## src/rtl/mul_arbiter_if.sv

```systemverilog
// Bundle of request, multiplier and response signals shared by mul_arbiter and its environment.
// The slave modport is the arbiter's view; master is the surrounding logic.
interface mul_arbiter_if #(
  parameter int unsigned WIDTH = 64
);
  logic               req0_valid;
  logic               req0_ready;
  logic [WIDTH-1:0]   req0_a;
  logic [WIDTH-1:0]   req0_b;
  logic               req1_valid;
  logic               req1_ready;
  logic [WIDTH-1:0]   req1_a;
  logic [WIDTH-1:0]   req1_b;
  logic [WIDTH-1:0]   mul_a;
  logic [WIDTH-1:0]   mul_b;
  logic [2*WIDTH-1:0] mul_prod;
  logic               mul_ovf;
  logic               rsp_valid;
  logic               rsp_ready;
  logic               rsp_id;
  logic [2*WIDTH-1:0] rsp_prod;
  logic               rsp_ovf;
  logic               busy;
  logic [31:0]        ops_done;

  modport slave (
    input  req0_valid, req0_a, req0_b, req1_valid, req1_a, req1_b, mul_prod, mul_ovf, rsp_ready,
    output req0_ready, req1_ready, mul_a, mul_b, rsp_valid, rsp_id, rsp_prod, rsp_ovf, busy,
           ops_done
  );

  modport master (
    output req0_valid, req0_a, req0_b, req1_valid, req1_a, req1_b, mul_prod, mul_ovf, rsp_ready,
    input  req0_ready, req1_ready, mul_a, mul_b, rsp_valid, rsp_id, rsp_prod, rsp_ovf, busy,
           ops_done
  );
endinterface

```

## src/rtl/mul_arbiter.sv

```systemverilog
// Round-robin arbiter sharing one multiplier between two requesters; operands are held for
// MUL_LAT cycles, then product/overflow are captured and returned tagged with the requester id.
module mul_arbiter #(
  parameter int unsigned WIDTH   = 64,
  parameter int unsigned MUL_LAT = 1
) (
  input  logic         i_clk,
  input  logic         i_rst,
  mul_arbiter_if.slave io_bus
);

  if (MUL_LAT < 1 || MUL_LAT > 15) begin : g_lat_check
    $error("mul_arbiter: MUL_LAT must be within 1..15");
  end

  typedef enum logic [1:0] {StIdle, StBusy, StDone} state_e;

  state_e             r_state;
  logic               r_last_grant;
  logic [3:0]         r_lat_cnt;
  logic [WIDTH-1:0]   r_mul_a;
  logic [WIDTH-1:0]   r_mul_b;
  logic [2*WIDTH-1:0] r_rsp_prod;
  logic               r_rsp_id;
  logic               r_rsp_ovf;
  logic               r_rsp_valid;
  logic [31:0]        r_ops_done;

  logic w_any_valid;
  logic w_grant_id;
  logic w_accept;

  // With both requesters valid, the one not granted last time wins.
  always_comb begin
    w_any_valid = io_bus.req0_valid | io_bus.req1_valid;
    w_grant_id  = (io_bus.req0_valid && io_bus.req1_valid) ? ~r_last_grant : io_bus.req1_valid;
    w_accept    = (r_state == StIdle) && !i_rst && w_any_valid;
  end

  assign io_bus.req0_ready = w_accept && !w_grant_id;
  assign io_bus.req1_ready = w_accept && w_grant_id;

  always_ff @(posedge i_clk) begin
    if (i_rst) begin
      r_state      <= StIdle;
      r_last_grant <= 1'b1;
      r_lat_cnt    <= '0;
      r_mul_a      <= '0;
      r_mul_b      <= '0;
      r_rsp_prod   <= '0;
      r_rsp_id     <= 1'b0;
      r_rsp_ovf    <= 1'b0;
      r_rsp_valid  <= 1'b0;
      r_ops_done   <= '0;
    end else begin
      unique case (r_state)
        StIdle: begin
          if (w_accept) begin
            r_mul_a      <= w_grant_id ? io_bus.req1_a : io_bus.req0_a;
            r_mul_b      <= w_grant_id ? io_bus.req1_b : io_bus.req0_b;
            r_rsp_id     <= w_grant_id;
            r_last_grant <= w_grant_id;
            r_lat_cnt    <= 4'(MUL_LAT);
            r_state      <= StBusy;
          end
        end
        StBusy: begin
          r_lat_cnt <= r_lat_cnt - 4'd1;
          // Operands have been stable for MUL_LAT cycles at this edge.
          if (r_lat_cnt == 4'd1) begin
            r_rsp_prod  <= io_bus.mul_prod;
            r_rsp_ovf   <= io_bus.mul_ovf;
            r_rsp_valid <= 1'b1;
            r_state     <= StDone;
          end
        end
        StDone: begin
          if (io_bus.rsp_ready) begin
            r_rsp_valid <= 1'b0;
            r_ops_done  <= r_ops_done + 32'd1;
            r_state     <= StIdle;
          end
        end
        default: r_state <= StIdle;
      endcase
    end
  end

  assign io_bus.mul_a     = r_mul_a;
  assign io_bus.mul_b     = r_mul_b;
  assign io_bus.rsp_valid = r_rsp_valid;
  assign io_bus.rsp_id    = r_rsp_id;
  assign io_bus.rsp_prod  = r_rsp_prod;
  assign io_bus.rsp_ovf   = r_rsp_ovf;
  assign io_bus.busy      = (r_state != StIdle);
  assign io_bus.ops_done  = r_ops_done;

endmodule

```

## src/flat_wrapper.sv

```systemverilog
// flat-port wrapper written by rule: the top's interface ports become plain ports
module mul_arbiter_flat 
#(
  parameter int unsigned WIDTH   = 64,
  parameter int unsigned MUL_LAT = 1
)
  (i_clk, i_rst, io_bus_req0_valid, io_bus_req0_a, io_bus_req0_b, io_bus_req1_valid, io_bus_req1_a, io_bus_req1_b, io_bus_mul_prod, io_bus_mul_ovf, io_bus_rsp_ready, io_bus_req0_ready, io_bus_req1_ready, io_bus_mul_a, io_bus_mul_b, io_bus_rsp_valid, io_bus_rsp_id, io_bus_rsp_prod, io_bus_rsp_ovf, io_bus_busy, io_bus_ops_done);
  mul_arbiter_if #(.WIDTH(WIDTH)) io_bus_i ();
  input  logic i_clk;
  input  logic i_rst;
  input wire logic [$bits(io_bus_i.req0_valid)-1:0] io_bus_req0_valid;
  input wire logic [$bits(io_bus_i.req0_a)-1:0] io_bus_req0_a;
  input wire logic [$bits(io_bus_i.req0_b)-1:0] io_bus_req0_b;
  input wire logic [$bits(io_bus_i.req1_valid)-1:0] io_bus_req1_valid;
  input wire logic [$bits(io_bus_i.req1_a)-1:0] io_bus_req1_a;
  input wire logic [$bits(io_bus_i.req1_b)-1:0] io_bus_req1_b;
  input wire logic [$bits(io_bus_i.mul_prod)-1:0] io_bus_mul_prod;
  input wire logic [$bits(io_bus_i.mul_ovf)-1:0] io_bus_mul_ovf;
  input wire logic [$bits(io_bus_i.rsp_ready)-1:0] io_bus_rsp_ready;
  output wire logic [$bits(io_bus_i.req0_ready)-1:0] io_bus_req0_ready;
  output wire logic [$bits(io_bus_i.req1_ready)-1:0] io_bus_req1_ready;
  output wire logic [$bits(io_bus_i.mul_a)-1:0] io_bus_mul_a;
  output wire logic [$bits(io_bus_i.mul_b)-1:0] io_bus_mul_b;
  output wire logic [$bits(io_bus_i.rsp_valid)-1:0] io_bus_rsp_valid;
  output wire logic [$bits(io_bus_i.rsp_id)-1:0] io_bus_rsp_id;
  output wire logic [$bits(io_bus_i.rsp_prod)-1:0] io_bus_rsp_prod;
  output wire logic [$bits(io_bus_i.rsp_ovf)-1:0] io_bus_rsp_ovf;
  output wire logic [$bits(io_bus_i.busy)-1:0] io_bus_busy;
  output wire logic [$bits(io_bus_i.ops_done)-1:0] io_bus_ops_done;
  assign io_bus_i.req0_valid = io_bus_req0_valid;
  assign io_bus_i.req0_a = io_bus_req0_a;
  assign io_bus_i.req0_b = io_bus_req0_b;
  assign io_bus_i.req1_valid = io_bus_req1_valid;
  assign io_bus_i.req1_a = io_bus_req1_a;
  assign io_bus_i.req1_b = io_bus_req1_b;
  assign io_bus_i.mul_prod = io_bus_mul_prod;
  assign io_bus_i.mul_ovf = io_bus_mul_ovf;
  assign io_bus_i.rsp_ready = io_bus_rsp_ready;
  assign io_bus_req0_ready = io_bus_i.req0_ready;
  assign io_bus_req1_ready = io_bus_i.req1_ready;
  assign io_bus_mul_a = io_bus_i.mul_a;
  assign io_bus_mul_b = io_bus_i.mul_b;
  assign io_bus_rsp_valid = io_bus_i.rsp_valid;
  assign io_bus_rsp_id = io_bus_i.rsp_id;
  assign io_bus_rsp_prod = io_bus_i.rsp_prod;
  assign io_bus_rsp_ovf = io_bus_i.rsp_ovf;
  assign io_bus_busy = io_bus_i.busy;
  assign io_bus_ops_done = io_bus_i.ops_done;
  mul_arbiter #(.WIDTH(WIDTH), .MUL_LAT(MUL_LAT)) u_core (.i_clk(i_clk), .i_rst(i_rst), .io_bus(io_bus_i));
endmodule
```

## config.mk

```make
export PLATFORM = sky130hd
export DESIGN_NAME = mul_arbiter_flat
export DESIGN_NICKNAME = d
export VERILOG_FILES = /design/src/rtl/mul_arbiter_if.sv /design/src/rtl/mul_arbiter.sv /design/src/flat_wrapper.sv
export SDC_FILE = /design/constraint.sdc
export NUM_CORES = 1
export LEC_CHECK = 0
export CORE_AREA = 10 10 259 261
export DETAILED_ROUTE_END_ITERATION = 8
export DIE_AREA = 0 0 269 271
export PLACE_DENSITY = 0.46
export SLEW_MARGIN = 20
export SYNTH_ARGS = -nofsm -noshare
export SYNTH_HDL_FRONTEND = slang
export SYNTH_SLANG_ARGS = --single-unit
```

## constraint.sdc

```tcl
create_clock -name i_clk -period 5.09 [get_ports i_clk]
set_clock_uncertainty 0.2 [all_clocks]
set_input_delay 1.018 -clock i_clk [delete_from_list [all_inputs] [get_ports i_clk]]
set_output_delay 1.018 -clock i_clk [all_outputs]
set_load 0.01 [all_outputs]
```

# Word level (Yosys, flattened, before mapping)
# Cells that the tools add are included.
[word_totals]
mem_count = 0
ram_bits = 0
output_inout_bits = 294
register_bits = 298
rom_bits = 0
latchBits = 0
[op_classes]
n_bitwise = 2
reduce_logical = 17
eq_ne = 6
mul = 0
n_mux = 12
add_sub_neg = 2
div_mod_pow = 0
shift = 0
order_cmp = 0
[ops]
columns = ["operator", "n"]
rows = [
  ["$mux W64", 2],
  ["$add A32 B1 Y32 const B", 1],
  ["$pmux W4 S2", 1],
  ["$reduce_and A2 Y1", 4],
  ["$mux W2", 3],
  ["$pmux W2 S3", 1],
  ["$reduce_and A3 Y1", 2],
  ["$reduce_bool A2 Y1", 3],
  ["$logic_and A1 B1 Y1", 5],
  ["$eq A4 B1 Y1 const B", 1],
  ["$mux W4", 1],
  ["$ne A2 B1 Y1 const B", 2],
  ["$sub A4 B1 Y4 const B", 1],
  ["$mux W1", 3],
  ["$eq A2 B1 Y1 const B", 1],
  ["$eq A2 B2 Y1 const B", 1],
  ["$logic_not A1 Y1", 2],
  ["$logic_not A2 Y1", 1],
  ["$ne A2 B2 Y1 const B", 1],
  ["$pmux W1 S2", 1],
  ["$not A1 Y1", 1],
  ["$or A1 B1 Y1", 1],
]

# Logic depth before layout (Yosys ltp)
# Gate-level depths: netlist of run 1.
[depth]
ltp_word = 5
mapped_depth = 7
mapped_depth_nobuf = 5

# Worst setup path after synthesis of run 1
# No wires, ideal clock.
[synth_timing]
path_kind = "in2out"
from = "input port io_bus_req1_valid"
to = "output port io_bus_req1_ready"
required_time_ps = 3872
arrival_ps = 2088
path_slack_ps = 1784
stages = 5
cell_sequence = "a21boi_0 > clkbuf_1 > buf_2 > buf_2 > nor3b_1"
[synth_between]
elab_chain_len = 3
[synth_lines]
columns = ["item", "line", "rtl"]
rows = [
  ["from (decl)", "flat_wrapper.sv:14", "input wire logic [$bits(io_bus_i.req1_valid)-1:0] io_bus_req1_valid;"],
  ["$or A1 B1 Y1 or $logic_and A1 B1 Y1 (tied branches)", "mul_arbiter.sv:35, mul_arbiter.sv:36", ""],
  ["$logic_and A1 B1 Y1 or $mux W1 (tied branches)", "mul_arbiter.sv:37, mul_arbiter.sv:36", ""],
  ["$logic_and A1 B1 Y1 (*)", "mul_arbiter.sv:41", "assign io_bus.req1_ready = w_accept && w_grant_id;"],
  ["to (decl)", "flat_wrapper.sv:21", "output wire logic [$bits(io_bus_i.req1_ready)-1:0] io_bus_req1_ready;"],
]
# Every way passes the cells marked *; elsewhere a longest branch is shown, timed or not.

# Final worst setup path of run 1
[layout_timing]
from = "input port io_bus_req0_valid"
to = "output port io_bus_req0_ready"
[layout_between]
elab_chain_len = 4
[layout_lines]
columns = ["item", "line", "rtl"]
rows = [
  ["from (decl)", "flat_wrapper.sv:11", "input wire logic [$bits(io_bus_i.req0_valid)-1:0] io_bus_req0_valid;"],
  ["$logic_and A1 B1 Y1", "mul_arbiter.sv:36", "w_grant_id = (io_bus.req0_valid && io_bus.req1_valid) ? ~r_last_grant : io_bus.req1_valid;"],
  ["$mux W1", "mul_arbiter.sv:36", ""],
  ["$logic_not A1 Y1", "mul_arbiter.sv:40", "assign io_bus.req0_ready = w_accept && !w_grant_id;"],
  ["$logic_and A1 B1 Y1 (*)", "mul_arbiter.sv:40", ""],
  ["to (decl)", "flat_wrapper.sv:20", "output wire logic [$bits(io_bus_i.req0_ready)-1:0] io_bus_req0_ready;"],
]
# Marks and branches as above.

==> insert_results.sql, run 1 <==
INSERT INTO impl_metrics (metric_group, metric, value, unit) VALUES
('yosys', 'asyncSetResetFlopFracSynth', '0', '%'),
('placement', 'place.gp.congestion', '0.7820', ''),
('yosys', 'synth.yosys.warnings', '0', ''),
('clock_tree', 'cts_hold_buf', '0', ''),
('yosys', 'synthesis.nets', '1760', ''),
('global_routing', 'grt_max_degree', '136', ''),
('setup_path', 'timing.critical_path.to_type', 'output port', ''),
('sta', 'timing.slew.headroom', '25.03', '%'),
('die', 'num_rows', '91', ''),
('run', 'timing.max_cap.violations', '0', ''),
('global_routing', 'grt_first_pass_wirelength', '81400', 'um'),
('die', 'core', '0.06160', 'mm^2'),
('placement', 'dp_hpwl', '44530', 'um'),
('final_layout', 'filler_cell_count', '6412', ''),
('clock_tree', 'clock_sinks', '298', ''),
('global_routing', 'grt_pass1_vias', '12150', ''),
('yosys', 'syn_avg_cell_area', '8.758', 'um^2'),
('clock_tree', 'cts_resized', '0', ''),
('clock_tree', 'cts_made_buffers', '40', ''),
('route', 'drt_drc_violations_left', '0', ''),
('yosys', 'synth_compound_gate_area_share', '15.21', '%'),
('clock_tree', 'clk_pin_slew_worst_setup_hold_paths', '0.05', 'ns'),
('yosys', 'yosys.area.top_type_share', '49.83', '%'),
('sta', 'finalMaxSlewViolations', '0', ''),
('setup_path', 'r2r_setup_slack', '2.23', 'ns'),
('clock_tree', 'cts.htree.levels', '2', ''),
('die', 'floorplan.die_area', '0.07290', 'mm^2'),
('global_routing', 'groute.usage.overall', '14.89', '%'),
('placement', 'count_of_port_buffers_added_during_placement', '683', ''),
('global_routing', 'number_of_antenna_violations_at_the_first_check_in_global_routing', '15', ''),
('final_layout', 'finalNetCount', '2385', ''),
('yosys', 'synth_top_cells_by_area', 'sky130_fd_sc_hd__dfxtp_1, sky130_fd_sc_hd__mux2i_1, sky130_fd_sc_hd__nand2_1', ''),
('sta', 'fin_tns_setup', '0', 'ns'),
('clock_tree', 'cts_tree', 'built', ''),
('clock_tree', 'cts_max_path_buffers', '3', ''),
('sta', 'final_period_minus_worst_setup_slack', '4.075', 'ns'),
('setup_path', 'worstSetupStartpointType', 'input pin', ''),
('min_path', 'hp-class', 'reg -> reg', ''),
('clock_tree', 'clock_network_latency_to_the_later_pin_of_the_worst_skew_pair', '0.53', 'ns'),
('yosys', 'synth_adder_area_share', '0.3135', '%'),
('die', 'chipWidth', '269', 'um'),
('yosys', 'number_of_storage_elements_in_the_synthesis_netlist', '298', ''),
('pwr', 'leakagePower', '0.007369', 'uW'),
('sta', 'final.hold.worst_slack', '0.2511', 'ns'),
('pwr', 'power.density_cell_area', '334.3', 'mW/mm^2'),
('sta', 'final_hold_viol_count', '0', ''),
('sta', 'max_clock_freq', '245.4', 'MHz'),
('final_layout', 'drive_gt1_share', '4.272', '%'),
('clock_tree', 'root_buffer', 'sky130_fd_sc_hd__clkbuf_16', ''),
('sta', 'rsz0062_at_grt', 'false', ''),
('route', 'total_wirelength', '57570', 'um'),
('yosys', 'synth.mux.area_fraction', '11.55', '%'),
('yosys', 'synth_simple_gate_area_share', '17.96', '%'),
('setup_path', 'worst_ep_required_time', '3.87', 'ns'),
('route', 'vias', '11900', ''),
('sta', 'timing.final.setup_violations', '0', ''),
('outcome', 'outcome', 'complete, no violations', ''),
('setup_path', 'worstSetupPathType', 'in -> out', ''),
('yosys', 'post_synth_xor_area_fraction', '0.7315', '%'),
('yosys', 'most_instantiated_flip_flop_cell_in_the_synthesis_netlist', 'sky130_fd_sc_hd__dfxtp_1', ''),
('setup_path', 'worstPathMaxFanout', '5', ''),
('sta', 'worst_pin_slew', '1.124', 'ns'),
('final_layout', 'finalCoreUtilization', '33.81', '%'),
('clock_tree', 'post_cts.repair.setup_buffers', '0', ''),
('yosys', 'synth_top_family_by_area', 'simple AND/OR/NAND/NOR gates', ''),
('pwr', 'vdd_ir_drop_max', '167.1', 'uV'),
('yosys', 'synth_enable_flop_cells', '0', ''),
('global_routing', 'grt_remaining_overflow', '0', ''),
('route', 'drt-initial-drc-count', '524', ''),
('setup_path', 'timing.critical_path.arrival', '2.86', 'ns'),
('route', 'via_per_inst', '4.162', '');
[synthesized netlist by cell type (all sizes together), types with 9 or more instances]
cell type,number
or3,9
xnor2,9
a21oi,148
dfxtp,298
nand3,11
buf,54
mux2,9
clkbuf,60
nand2,273
nor4,11
a211oi,130
nor2,158
nor2b,10
mux2i,128
[final timing paths]
check,to,start
min,u_core.io_bus.rsp_prod[90]$_SDFFE_PP0P_,u_core.io_bus.rsp_prod[90]$_SDFFE_PP0P_
max reg2reg,u_core.io_bus.rsp_prod[110]$_SDFFE_PP0P_,u_core.r_state[0]$_SDFFE_PP0P_
max,io_bus_req0_ready,io_bus_req0_valid
min reg2reg,u_core.io_bus.rsp_prod[90]$_SDFFE_PP0P_,u_core.io_bus.rsp_prod[90]$_SDFFE_PP0P_
[cell type report]
type                            instances  area (um^2)  area share [%]
Antenna cell                            9        22.52          0.1081
Multi-Input combinational cell        948         5515           26.48
Clock buffer                           58         1170           5.618
Timing Repair Buffer                  697         7000           33.62
Sequential cell                       298         5966           28.65
Clock inverter                          5        77.57          0.3725
Tap cell                              837         1047           5.029
Inverter                                7        26.28          0.1262
[flip-flops by register name, summed over array words and instances, names as in the netlist]
| name | flops |
|---|---|
| u_core.io_bus.mul_a | 64 |
| u_core.r_last_grant | 1 |
| u_core.io_bus.ops_done | 32 |
| u_core.io_bus.mul_b | 64 |
| u_core.io_bus.rsp_prod | 128 |
| u_core.r_state | 2 |
| u_core.io_bus.rsp_ovf | 1 |
| u_core.io_bus.rsp_id | 1 |
| u_core.io_bus.rsp_valid | 1 |
| u_core.r_lat_cnt | 4 |
[cell usage in the layout (no fill, tap or decap), drive strengths merged]
cell type	instances
a211oi	130
a21boi	1
a21oi	148
a31oi	1
and3	1
and3b	1
and4	4
buf	15
bufinv	2
clkbuf	58
clkdlybuf4s50	682
clkinv	2
clkinvlp	1
dfxtp	298
diode	9
ha	3
inv	7
mux2	9
mux2i	128
nand2	273
nand2b	1
nand3	11
nand3b	3
nand4	6
nor2	158
nor2b	10
nor3	4
nor3b	1
nor4	11
nor4b	2
o21ai	6
o31ai	8
or2	2
or3	9
or4	7
xnor2	9
xor2	1
[where the power goes]
| part | total [uW] | switching (uW) | internal [uW] |
|---|---|---|---|
| Sequential | 2660 | 112 | 2550 |
| Combinational | 1570 | 737 | 836 |
| Clock | 2730 | 1050 | 1670 |
| Total | 6960 | 1900 | 5060 |
[per-stage QoR]
stage          std cells  worst slack (ns)  power, uW  instance area (um^2)
6_report            2859             1.015       6962                 20830
5_1_grt             2855            0.8833       7323                 20820
4_1_cts             2849            0.9765       7119                 20790
3_5_place_dp        2786            0.9913       4310                 19540
3_3_place_gp        2786            0.9524       4300                 19540
2_1_floorplan       1367             1.784       3349                 11970
[cells by family after synthesis]
logic type / Yosys count
flops: 298
simple gates: 504
compound gates: 294
mux: 137
buf+inv: 121
fa+ha+maj: 3
xor+xnor: 10
[metal layers]
layer | wire [um] | global-route usage, %
met5 | 114 | 0
met4 | 1417 | 4.938
met3 | 6368 | 6.985
met2 | 28850 | 26.45
met1 | 20820 | 15.04
[worst max-delay path: stages]
cell and delay [ns]:
sky130_fd_sc_hd__clkdlybuf4s50_1 0.55, sky130_fd_sc_hd__nor2_1 0.10, sky130_fd_sc_hd__or2_2 0.33, sky130_fd_sc_hd__nor3_1 0.18, sky130_fd_sc_hd__clkdlybuf4s50_1 0.68
Power figures use the tool's default switching activity.
==> run 2, diff against run 1 <==
--- a/config.mk
+++ b/config.mk
@@ -5,10 +5,10 @@
 export SDC_FILE = /design/constraint.sdc
 export NUM_CORES = 1
 export LEC_CHECK = 0
-export CORE_AREA = 10 10 259 261
+export CORE_AREA = 10 10 260 262
 export DETAILED_ROUTE_END_ITERATION = 8
-export DIE_AREA = 0 0 269 271
-export PLACE_DENSITY = 0.46
+export DIE_AREA = 0 0 270 272
+export PLACE_DENSITY = 0.48
 export SLEW_MARGIN = 20
 export SYNTH_ARGS = -nofsm -noshare
 export SYNTH_HDL_FRONTEND = slang
==> constraint.sdc (replaced) <==
create_clock -name i_clk -period 3.7 [get_ports i_clk]
set_clock_uncertainty 0.2 [all_clocks]
set_input_delay 0.74 -clock i_clk [delete_from_list [all_inputs] [get_ports i_clk]]
set_output_delay 0.74 -clock i_clk [all_outputs]
set_load 0.01 [all_outputs]
==> run 2 against run 1 <==
  * Global-route usage grew 0.12 points
  * Clock power increased by 41%
  * Register-to-register slack worse by 1.2 ns
  * Setup slack worse by 0.94 ns
  * Critical endpoint unchanged
==> insert_results.sql, run 2 (same netlist as run 1, synthesis figures left out) <==
INSERT INTO impl_metrics (metric_group, metric, value, unit) VALUES
('placement', 'dp_hpwl', '45230', 'um'),
('run', 'timing.max_cap.violations', '0', ''),
('global_routing', 'groute.usage.overall', '15.00', '%'),
('route', 'vias', '12010', ''),
('global_routing', 'grt_remaining_overflow', '0', ''),
('global_routing', 'grt_first_pass_wirelength', '83900', 'um'),
('route', 'drt-initial-drc-count', '599', ''),
('global_routing', 'grt_max_degree', '117', ''),
('setup_path', 'startpoint', 'io_bus_req1_valid', ''),
('die', 'chipWidth', '270', 'um'),
('setup_path', 'timing.critical_path.arrival', '2.68', 'ns'),
('sta', 'worst_pin_slew', '0.9627', 'ns'),
('pwr', 'clkPwrFrac', '39.8', '%'),
('setup_path', 'rr_worst_depth', '5', ''),
('placement', 'count_of_port_buffers_added_during_placement', '683', ''),
('final_layout', 'finalNetCount', '2393', ''),
('setup_path', 'timing.critical_path.to_type', 'output port', ''),
('pwr', 'cellInternalPower', '7030', 'uW'),
('sta', 'timing.final.setup_violations', '0', ''),
('final_layout', 'layout_commonest_cell', 'sky130_fd_sc_hd__clkdlybuf4s50_1', ''),
('global_routing', 'grt_pass1_vias', '12390', ''),
('sta', 'finalMaxSlewViolations', '0', ''),
('final_layout', 'syn2layout_area_growth', '75.32', '%'),
('final_layout', 'drive_gt1_share', '5.076', '%'),
('pwr', 'leakagePower', '0.007462', 'uW'),
('placement', 'placed_area', '0.01965', 'mm^2'),
('final_layout', 'mostFrequentLayoutCells', 'sky130_fd_sc_hd__clkdlybuf4s50_1, sky130_fd_sc_hd__dfxtp_1, sky130_fd_sc_hd__nand2_1', ''),
('die', 'floorplan.die_area', '0.07344', 'mm^2'),
('clock_tree', 'cts_made_buffers', '40', ''),
('setup_path', 'worstSetupStartpointType', 'input pin', ''),
('placement', 'place.gp.congestion', '0.8168', ''),
('min_path', 'hp-class', 'reg -> reg', ''),
('setup_path', 'worstSetupPathType', 'in -> out', ''),
('die', 'die_h', '272', 'um'),
('route', 'drt_drc_violations_left', '0', ''),
('pwr', 'vdd_ir_drop_max', '290.3', 'uV'),
('clock_tree', 'clock_sinks', '298', ''),
('clock_tree', 'clk_pin_slew_worst_setup_hold_paths', '0.05', 'ns'),
('pwr', 'power.switching', '2671', 'uW'),
('sta', 'final_period_minus_worst_setup_slack', '3.621', 'ns'),
('route', 'first_drt_pass_iteration_count', '4', ''),
('pwr', 'switching_share', '27.53', '%'),
('final_layout', 'final_cell_area', '0.02099', 'mm^2'),
('pwr', 'power.sequential.fraction', '37.8', '%'),
('final_layout', 'number_of_flip_flops_under_the_largest_register_name', '128', ''),
('sta', 'max_clock_freq', '276.2', 'MHz'),
('clock_tree', 'clock_network_latency_to_the_later_pin_of_the_worst_skew_pair', '0.55', 'ns'),
('pwr', 'pwr-share-comb', '22.4', '%'),
('sta', 'rsz0062_at_grt', 'false', ''),
('clock_tree', 'cts_max_path_buffers', '3', ''),
('pwr', 'power.density_cell_area', '462.2', 'mW/mm^2'),
('setup_path', 'worstPathMaxFanout', '5', ''),
('die', 'initial_utilization', '19.15', '%'),
('sta', 'period_utilisation_layout', '97.85', '%'),
('die', 'core', '0.06250', 'mm^2'),
('setup_path', 'worst_r2r_startpoint', 'u_core.io_bus.ops_done[1]$_SDFFE_PP0P_', ''),
('final_layout', 'finalCoreUtilization', '33.58', '%'),
('clock_tree', 'cts.htree.levels', '2', ''),
('setup_path', 'worst_ep_required_time', '2.76', 'ns'),
('route', 'routedWlPerCell', '20.16', 'um'),
('min_path', 'worstHoldPathCells', '2', ''),
('route', 'via_per_inst', '4.168', ''),
('sta', 'timing.slew.headroom', '35.82', '%'),
('die', 'top_level_ports', '684', ''),
('outcome', 'outcome', 'complete, no violations', ''),
('die', 'num_rows', '92', ''),
('min_path', 'hold_start', 'u_core.io_bus.rsp_prod[113]$_SDFFE_PP0P_', ''),
('setup_path', 'rr_endpoint', 'u_core.io_bus.ops_done[26]$_SDFFE_PP0P_', ''),
('sta', 'final_hold_viol_count', '0', ''),
('route', 'total_wirelength', '58070', 'um'),
('global_routing', 'number_of_antenna_violations_at_the_first_check_in_global_routing', '20', ''),
('clock_tree', 'root_buffer', 'sky130_fd_sc_hd__clkbuf_16', ''),
('route', 'antenna_violating_nets_remaining', '0', ''),
('min_path', 'destination_of_the_worst_hold_path', 'u_core.io_bus.rsp_prod[113]$_SDFFE_PP0P_', ''),
('final_layout', 'filler_cell_count', '6491', ''),
('clock_tree', 'cts_tree', 'built', ''),
('setup_path', 'r2r_setup_slack', '1.02', 'ns'),
('clock_tree', 'post_cts.repair.setup_buffers', '0', '');
[run 2: cell count changes in the layout (fill, tap and decap cells not counted), sizes merged]
cell,previous run,this run
inv,7,9
clkinvlp,1,0
clkbuf,58,60
buf,15,23
clkinv,2,7
diode,9,6
[run 2: layout make-up]
| type | count | area (um^2) | share of cell area, % |
|---|---|---|---|
| inverter | 7 | 26.28 | 0.1252 |
| multi-input combinational | 948 | 5529 | 26.34 |
| sequential | 298 | 5966 | 28.42 |
| clock inverter | 11 | 116.4 | 0.5544 |
| tap | 846 | 1059 | 5.043 |
| antenna | 6 | 15.01 | 0.07153 |
| timing repair buffer | 705 | 7082 | 33.74 |
| clock buffer | 60 | 1197 | 5.705 |
[run 2: power groups by stage]
stage	Combinational, uW	Clock [uW]	Sequential, uW
2_1_floorplan	764	0	3840
3_3_place_gp	2200	0	3720
3_5_place_dp	2210	0	3730
4_1_cts	2220	4030	3670
5_1_grt	2370	4160	3700
6_report	2180	3860	3660
[run 2: worst max-delay path by stage]
stage                             end  cells after the start
floorplan           io_bus_req1_ready                      5
global placement    io_bus_req0_ready                      6
detailed placement  io_bus_req0_ready                      6
CTS                 io_bus_req0_ready                      5
global route        io_bus_req0_ready                      6
finish              io_bus_req0_ready                      6
[run 2: what timing repair did]
action                     in CTS  in global routing
setup endpoints to repair       1                  1
resized for setup               2                  1
hold buffers                    0                  0
[run 2: metal layers]
| metal | vias up | global-route usage (%) | routed length (um) |
|---|---|---|---|
| li1 | 6010 | - | - |
| met1 | 5437 | 15.39 | 21760 |
| met2 | 445 | 26.24 | 28580 |
| met3 | 97 | 7.483 | 6045 |
| met4 | 18 | 5.041 | 1557 |
| met5 | - | 0 | 126 |
[run 2: metrics by stage]
step | std cells | power (uW) | setup slack (ns) | TNS (ns) | hold WS (ns)
final | 2881 | 9701 | 0.07940 | 0 | 0.2523
after global routing | 2879 | 10230 | 0.03132 | 0 | 0.2447
after CTS | 2875 | 9922 | 0.03156 | 0 | 0.2444
after floorplan | 1367 | 4607 | 0.9496 | 0 | 0.2328
after detailed placement | 2804 | 5936 | -0.1856 | -0.1856 | 0.2466
after global placement | 2804 | 5921 | -0.1622 | -0.1622 | 0.2409
[run 2: worst max-delay path, cell delays in order]
cell	delay, ns
sky130_fd_sc_hd__clkdlybuf4s50_1	0.54
sky130_fd_sc_hd__nor2_1	0.11
sky130_fd_sc_hd__or2_2	0.36
sky130_fd_sc_hd__nor3_4	0.23
sky130_fd_sc_hd__buf_4	0.16
sky130_fd_sc_hd__clkdlybuf4s50_1	0.53
==> run 3, diff against run 2 <==
--- a/config.mk
+++ b/config.mk
@@ -13,3 +13,4 @@
 export SYNTH_ARGS = -nofsm -noshare
 export SYNTH_HDL_FRONTEND = slang
 export SYNTH_SLANG_ARGS = --single-unit
+export TNS_END_PERCENT = 50
==> results of run 3 <==
No change in the layout: final DEF, timing and power equal those of run 2.
